## config.mk

```make
export PLATFORM = sky130hd
export DESIGN_NAME = slave_regbank
export DESIGN_NICKNAME = d
export VERILOG_FILES = /design/src/rtl/slave_regbank_pkg.sv /design/src/rtl/slave_regbank_chgdet.sv /design/src/rtl/slave_regbank.sv
export SDC_FILE = /design/constraint.sdc
export NUM_CORES = 2
export LEC_CHECK = 0
export ABC_AREA = 0
export CAP_MARGIN = 20
export CORE_AREA = 2 2 436 438
export CTS_CLUSTER_SIZE = 28
export DETAILED_ROUTE_END_ITERATION = 8
export DIE_AREA = 0 0 438 440
export HOLD_SLACK_MARGIN = 0.05
export SETUP_SLACK_MARGIN = 0.5
export SLEW_MARGIN = 10
export SYNTH_ARGS = -nofsm -noshare
export SYNTH_HDL_FRONTEND = slang
export SYNTH_SLANG_ARGS = --single-unit
```

## constraint.sdc

```tcl
create_clock -name clk -period 4.6 [get_ports clk]
set_input_delay 0.46 -clock clk [delete_from_list [all_inputs] [get_ports clk]]
set_output_delay 0.46 -clock clk [all_outputs]
set_load 0.02 [all_outputs]
```

## src/rtl/slave_regbank_pkg.sv

```systemverilog
// Shared address map and byte-enable merge helper for the slave register bank.
package slave_regbank_pkg;

  localparam int unsigned OUT_BASE    = 0;
  localparam int unsigned IN_BASE     = 128;
  localparam int unsigned STATUS_ADDR = 256;
  localparam int unsigned MASK_ADDR   = 257;
  localparam int unsigned ID_ADDR     = 258;

  // Widest supported bus; callers cast to and from their own width.
  localparam int unsigned MAX_DW = 64;
  localparam int unsigned MAX_BE = MAX_DW / 8;

  // Replace the bytes of old_val selected by be with the bytes of new_val.
  function automatic logic [MAX_DW-1:0] be_merge(input logic [MAX_DW-1:0] old_val,
                                                 input logic [MAX_DW-1:0] new_val,
                                                 input logic [MAX_BE-1:0] be);
    logic [MAX_DW-1:0] res;
    res = old_val;
    for (int b = 0; b < int'(MAX_BE); b++) begin
      if (be[b]) res[b*8 +: 8] = new_val[b*8 +: 8];
    end
    return res;
  endfunction

endpackage

```

## src/rtl/slave_regbank_chgdet.sv

```systemverilog
// Input sampling, change detection into STATUS (W1C, set wins) and registered irq.
module regbank_chgdet
  import slave_regbank_pkg::*;
#(
  parameter int unsigned DATA_W = 32,
  parameter int unsigned N_IN   = 16
) (
  input  logic                     clk,
  input  logic                     reset,
  input  logic [N_IN*DATA_W-1:0]   i_datain,
  input  logic [N_IN-1:0]          i_clr,
  input  logic [N_IN-1:0]          i_mask,
  output logic [N_IN*DATA_W-1:0]   o_in_q,
  output logic [N_IN-1:0]          o_status,
  output logic                     o_irq
);

  logic [N_IN*DATA_W-1:0] r_in_q;
  logic [N_IN*DATA_W-1:0] r_in_p;
  logic [N_IN-1:0]        r_status;
  logic                   r_first;
  logic                   r_irq;
  logic [N_IN-1:0]        w_chg;

  // Per-channel difference between the current and previous sample.
  always_comb begin
    w_chg = '0;
    for (int j = 0; j < int'(N_IN); j++) begin
      w_chg[j] = (r_in_q[j*DATA_W +: DATA_W] != r_in_p[j*DATA_W +: DATA_W]);
    end
  end

  // Sample pipeline; on the first cycle out of reset both stages load the input
  // so a nonzero idle value is not mistaken for a change.
  always_ff @(posedge clk) begin
    if (reset) begin
      r_in_q   <= '0;
      r_in_p   <= '0;
      r_status <= '0;
      r_first  <= 1'b1;
      r_irq    <= 1'b0;
    end else begin
      r_in_q   <= i_datain;
      r_in_p   <= r_first ? i_datain : r_in_q;
      r_first  <= 1'b0;
      r_status <= (r_status & ~i_clr) | w_chg;
      r_irq    <= |(r_status & i_mask);
    end
  end

  assign o_in_q   = r_in_q;
  assign o_status = r_status;
  assign o_irq    = r_irq;

endmodule

```

## src/rtl/slave_regbank.sv

```systemverilog
// Host-facing register bank: output registers, sampled inputs, STATUS/MASK/ID.
module slave_regbank
  import slave_regbank_pkg::*;
#(
  parameter int unsigned DATA_W = 32,
  parameter int unsigned N_OUT  = 16,
  parameter int unsigned N_IN   = 16,
  parameter int unsigned ADDR_W = 9
) (
  input  logic                     clk,
  input  logic                     reset,
  input  logic [ADDR_W-1:0]        slave_address,
  input  logic                     slave_read,
  input  logic                     slave_write,
  input  logic [DATA_W-1:0]        slave_writedata,
  input  logic [DATA_W/8-1:0]      slave_byteenable,
  output logic [DATA_W-1:0]        slave_readdata,
  output logic                     slave_readdatavalid,
  output logic [N_OUT*DATA_W-1:0]  user_dataout,
  output logic [N_OUT-1:0]         user_dataout_wr,
  input  logic [N_IN*DATA_W-1:0]   user_datain,
  output logic                     irq
);

  localparam int unsigned SW     = (N_IN < DATA_W) ? N_IN : DATA_W;
  localparam logic [31:0] ID_VAL = {16'(N_IN), 16'(N_OUT)};

  logic [DATA_W-1:0]       r_out [N_OUT];
  logic [N_OUT-1:0]        r_wr;
  logic [N_IN-1:0]         r_mask;
  logic [DATA_W-1:0]       r_rdata;
  logic                    r_rvalid;

  logic                    w_rd;
  logic [DATA_W-1:0]       w_rdata;
  logic [DATA_W-1:0]       w_be_data;
  logic [DATA_W-1:0]       w_mask_merged;
  logic [N_IN-1:0]         w_mask_next;
  logic [N_IN-1:0]         w_clr;
  logic [N_IN-1:0]         w_status;
  logic [N_IN*DATA_W-1:0]  w_in_q;
  logic                    w_irq;

  // A simultaneous write wins; the read is dropped.
  assign w_rd = slave_read & ~slave_write;

  // Write data with disabled bytes forced to zero (W1C clear pattern).
  assign w_be_data = DATA_W'(be_merge('0, MAX_DW'(slave_writedata), MAX_BE'(slave_byteenable)));
  assign w_clr     = (slave_write && (slave_address == ADDR_W'(STATUS_ADDR))) ? N_IN'(w_be_data) : '0;

  // MASK merge: only bits below both N_IN and DATA_W are host-writable.
  always_comb begin
    w_mask_merged = DATA_W'(be_merge(MAX_DW'(DATA_W'(r_mask)), MAX_DW'(slave_writedata),
                                     MAX_BE'(slave_byteenable)));
    w_mask_next          = r_mask;
    w_mask_next[SW-1:0]  = SW'(w_mask_merged);
  end

  // Readback mux; unmapped addresses read as zero.
  always_comb begin
    w_rdata = '0;
    for (int i = 0; i < int'(N_OUT); i++) begin
      if (slave_address == ADDR_W'(OUT_BASE + i)) w_rdata = r_out[i];
    end
    for (int j = 0; j < int'(N_IN); j++) begin
      if (slave_address == ADDR_W'(IN_BASE + j)) w_rdata = w_in_q[j*DATA_W +: DATA_W];
    end
    if (slave_address == ADDR_W'(STATUS_ADDR)) w_rdata = DATA_W'(w_status);
    if (slave_address == ADDR_W'(MASK_ADDR))   w_rdata = DATA_W'(r_mask);
    if (slave_address == ADDR_W'(ID_ADDR))     w_rdata = DATA_W'(ID_VAL);
  end

  // Output registers with byte-enable merge and one-cycle write strobe.
  always_ff @(posedge clk) begin
    if (reset) begin
      for (int i = 0; i < int'(N_OUT); i++) r_out[i] <= '0;
      r_wr <= '0;
    end else begin
      r_wr <= '0;
      for (int i = 0; i < int'(N_OUT); i++) begin
        if (slave_write && (slave_address == ADDR_W'(OUT_BASE + i))) begin
          r_out[i] <= DATA_W'(be_merge(MAX_DW'(r_out[i]), MAX_DW'(slave_writedata),
                                       MAX_BE'(slave_byteenable)));
          r_wr[i]  <= 1'b1;
        end
      end
    end
  end

  // MASK register.
  always_ff @(posedge clk) begin
    if (reset) begin
      r_mask <= '0;
    end else if (slave_write && (slave_address == ADDR_W'(MASK_ADDR))) begin
      r_mask <= w_mask_next;
    end
  end

  // Registered read response; data holds between reads.
  always_ff @(posedge clk) begin
    if (reset) begin
      r_rdata  <= '0;
      r_rvalid <= 1'b0;
    end else begin
      r_rvalid <= w_rd;
      if (w_rd) r_rdata <= w_rdata;
    end
  end

  regbank_chgdet #(
    .DATA_W (DATA_W),
    .N_IN   (N_IN)
  ) u_chgdet (
    .clk      (clk),
    .reset    (reset),
    .i_datain (user_datain),
    .i_clr    (w_clr),
    .i_mask   (r_mask),
    .o_in_q   (w_in_q),
    .o_status (w_status),
    .o_irq    (w_irq)
  );

  for (genvar gi = 0; gi < int'(N_OUT); gi++) begin : g_out
    assign user_dataout[gi*DATA_W +: DATA_W] = r_out[gi];
  end

  assign user_dataout_wr     = r_wr;
  assign slave_readdata      = r_rdata;
  assign slave_readdatavalid = r_rvalid;
  assign irq                 = w_irq;

endmodule

```

==> flow_summary_export.csv <==
group,metric,value,unit
floorplanning,dieArea,193000,um^2
clock_network,clk_latency,0.86,ns
timing,period_needed,3.91,ns
clock_network,clk_pin_slew,0.06,ns
floorplanning,io_pins,1123,
timing,max-slew-margin-rel,19.0,%
global_routing,grt_usage,39.0,%
yosys,synth_area_leaders,"dfxtp_1, edfxtp_1, mux2i_1",
yosys,synthCells,6128,
yosys,synth_fp_nets,6689,
critical_path,worstSetupPathType,"input port to flop",
pwr,leakagePower,33.1,nW
global_routing,grt_antenna_before_repair,81,
drt,detail_route.wirelength,390000,um
floorplanning,die_w,438,um
pwr,intPower,25.7,mW
yosys,synthDominantCellAreaShare,32.8,%
timing,fin_skew,0.0403,ns
pwr,switching_power,9.90,mW
critical_path,worstPathRequired,5.40,ns
yosys,seq_area_frac_synth,55.5,%
clock_network,root_buffer,"clkbuf_16",
floorplanning,die_y,440,um
yosys,yosysWarnings,0,
drt,drc,0,
floorplanning,core,189000,um^2
yosys,synthDistinctLibCells,88,
outcome,status,"finished clean",
place,dp.final_hpwl,314000,um
critical_path,start_kind,"input port",
pwr,pwr_density_cell,402,nW/um^2
drt,drt_iter0_drc,6591,
place,gp_congestion,1.06,
run,drv_cap,0,
pwr,p_comb_share,12.1,%
clock_network,cts_tree,"done",
timing,hold_viol,0,
min_path,hold_class,"input port to flop",
clock_network,cts_buffer_depth,3,
clock_network,cts_resized,0,
yosys,yosys.area.top_type,"dfxtp_1",
final_layout,final_common_cell,"clkdlybuf4s50_1",
timing,finalMaxSlewViolations,0,
final_layout,layout-drive-gt1-share,8.56,%
drt,route.detailed.wl_per_inst,39.2,um
critical_path,crit_arrival,4.71,ns
drt,final_antenna_net_count,0,
global_routing,grt_first_pass_wirelength,506000,um
yosys,async_flop_share,0,%
critical_path,critPathMaxStageDelay,0.87,ns
final_layout,syn_to_final_growth,30.7,%
timing,tightest_slew,1.21,ns
pwr,switching_share,27.8,%
critical_path,end_kind,"flop",
floorplanning,initial_core_util,35.9,%
pwr,seq_power_share,47.1,%
timing,fmax,255,MHz
clock_network,htreeDepth,4,
clock_network,clock-sinks,1619,
pwr,power,35.6,mW
yosys,syn-cell-area,67700,um^2
drt,via_count,57800,
floorplanning,fp-row-count,160,
global_routing,first_global_vias,55100,
critical_path,worst-path-buf-inv,3,
timing,setup-tns-final,0,ns
pwr,p_clk_share,40.7,%
critical_path,cp_top_family,"compound AO/OA/AOI/OAI gates",
timing,period_share,85.1,%
place,portBuffers,1122,
critical_path,path_common_cell,"buf_4",
timing,final-setup-viol-count,0,
final_layout,final_cell_mix,"clkdlybuf4s50_1, dfxtp_1, nor2_1",
drt,firstDrtPassIters,8,
pwr,vdd_drop_max,0.324,mV
critical_path,crit_slowest_cell,"or4_1",
global_routing,grt_max_degree,250,
clock_network,numCtsBuffers,176,
yosys,synth_edf_count,512,
drt,viasPerCell,5.81,
global_routing,grt_overflow_total,0,
timing,rsz0062_at_grt,"false",
final_layout,nets,7805,
yosys,synthFlopType,"dfxtp_1",
critical_path,path_max_fanout,11,
yosys,postSynthAreaPerCell,11.0,um^2
critical_path,path_cells,"clkdlybuf4s50_1 > buf_4 > or4_1 > nor2_1 > buf_4 > a22oi_1 > a31oi_1 > o221ai_1 > a41oi_1 > o21a_1",
yosys,ys_ff_latch,1619,
==> final timing paths <==
path	start	end	cells past startpoint	slack (ns)
worst max-delay path	slave_address[5]	slave_readdata[8]$_SDFFE_PP0P_	10	0.69
worst min-delay path	user_datain[486]	u_chgdet.o_in_q[486]$_SDFF_PP0_	2	0.18
worst max register to register	r_out[0][86]$_SDFFCE_PN0P_	slave_readdata[22]$_SDFFE_PP0P_	5	1.45
worst min register to register	u_chgdet.o_in_q[178]$_SDFF_PP0_	u_chgdet.r_in_p[178]$_SDFF_PP0_	2	0.53
==> metrics by stage <==
stage               cell area [um^2]  setup WS, ns  hold slack (ns)  cells  util, %
floorplan                      67700          1.99            0.461   6128        -
global placement               82500         0.157            0.496   9575     43.7
detailed placement             82500        0.0636            0.506   9576     43.7
CTS                            88300         0.930            0.150   9903     46.8
global route                   88400         0.844            0.182   9940     46.9
finish                         88400         0.686            0.182   9947     46.9
==> layout make-up <==
type                    count  area (um^2)
clock buffers             260         5010
well taps                2511         3140
fillers                 17600       100000
inverters                   6         22.5
repair buffers           1351        13200
diodes                     44          110
flip-flops and latches   1619        37500
clock inverters            66          811
multi-input cells        4090        28600
==> Yosys cell counts (61+ instances only) <==
cell type,count
a21oi_1,138
nor2b_1,555
dfxtp_1,1107
a22oi_1,86
mux2i_1,594
buf_2,66
and2_1,324
nand4_1,146
xnor2_1,512
nor2_1,662
nand2_1,173
a221oi_1,61
edfxtp_1,512
o21ai_0,147
clkbuf_1,292
==> repair_timing <==
item	CTS	global route
hold buffers	1	0
endpoints found under the hold margin	23	0
buffers inserted	0	0
==> flip-flops by register name, indices dropped and copies added, names as in the netlist <==
| name | count |
|---|---|
| slave_readdatavalid | 1 |
| user_dataout_wr | 16 |
| u_chgdet.o_irq | 1 |
| u_chgdet.r_in_p | 512 |
| u_chgdet.o_status | 16 |
| r_out | 512 |
| r_mask | 16 |
| u_chgdet.o_in_q | 512 |
| slave_readdata | 32 |
| u_chgdet.r_first | 1 |
==> per-layer routing <==
layer / global-route usage (%) / share of wire [%] / up-vias
met5: 0 / 0.039 / -
met4: 29.6 / 8.8 / 22
met3: 9.56 / 8.7 / 992
met2: 63.8 / 47 / 3640
met1: 44.0 / 36 / 29300
li1: - / - / 23900
==> power by group through the flow <==
stage / combinational, mW / clock, mW / sequential, mW
final: 4.31 / 14.5 / 16.8
after global routing: 4.48 / 15.1 / 16.7
after CTS: 4.26 / 14.6 / 16.7
after detailed placement: 4.22 / 0 / 17.0
after global placement: 4.21 / 0 / 17.0
after floorplan: 1.76 / 0 / 16.6
==> logic make-up after synthesis <==
family / after synthesis / share of synthesized area (%)
flip-flops: 1619 / 55.5
multiplexers: 662 / 10.5
AO/OA/AOI/OAI: 823 / 8.47
AND/OR/NAND/NOR: 2093 / 16.5
buffers and inverters: 419 / 2.52
XOR/XNOR: 512 / 6.63
Note: power is estimated with default switching activity, not from simulation.
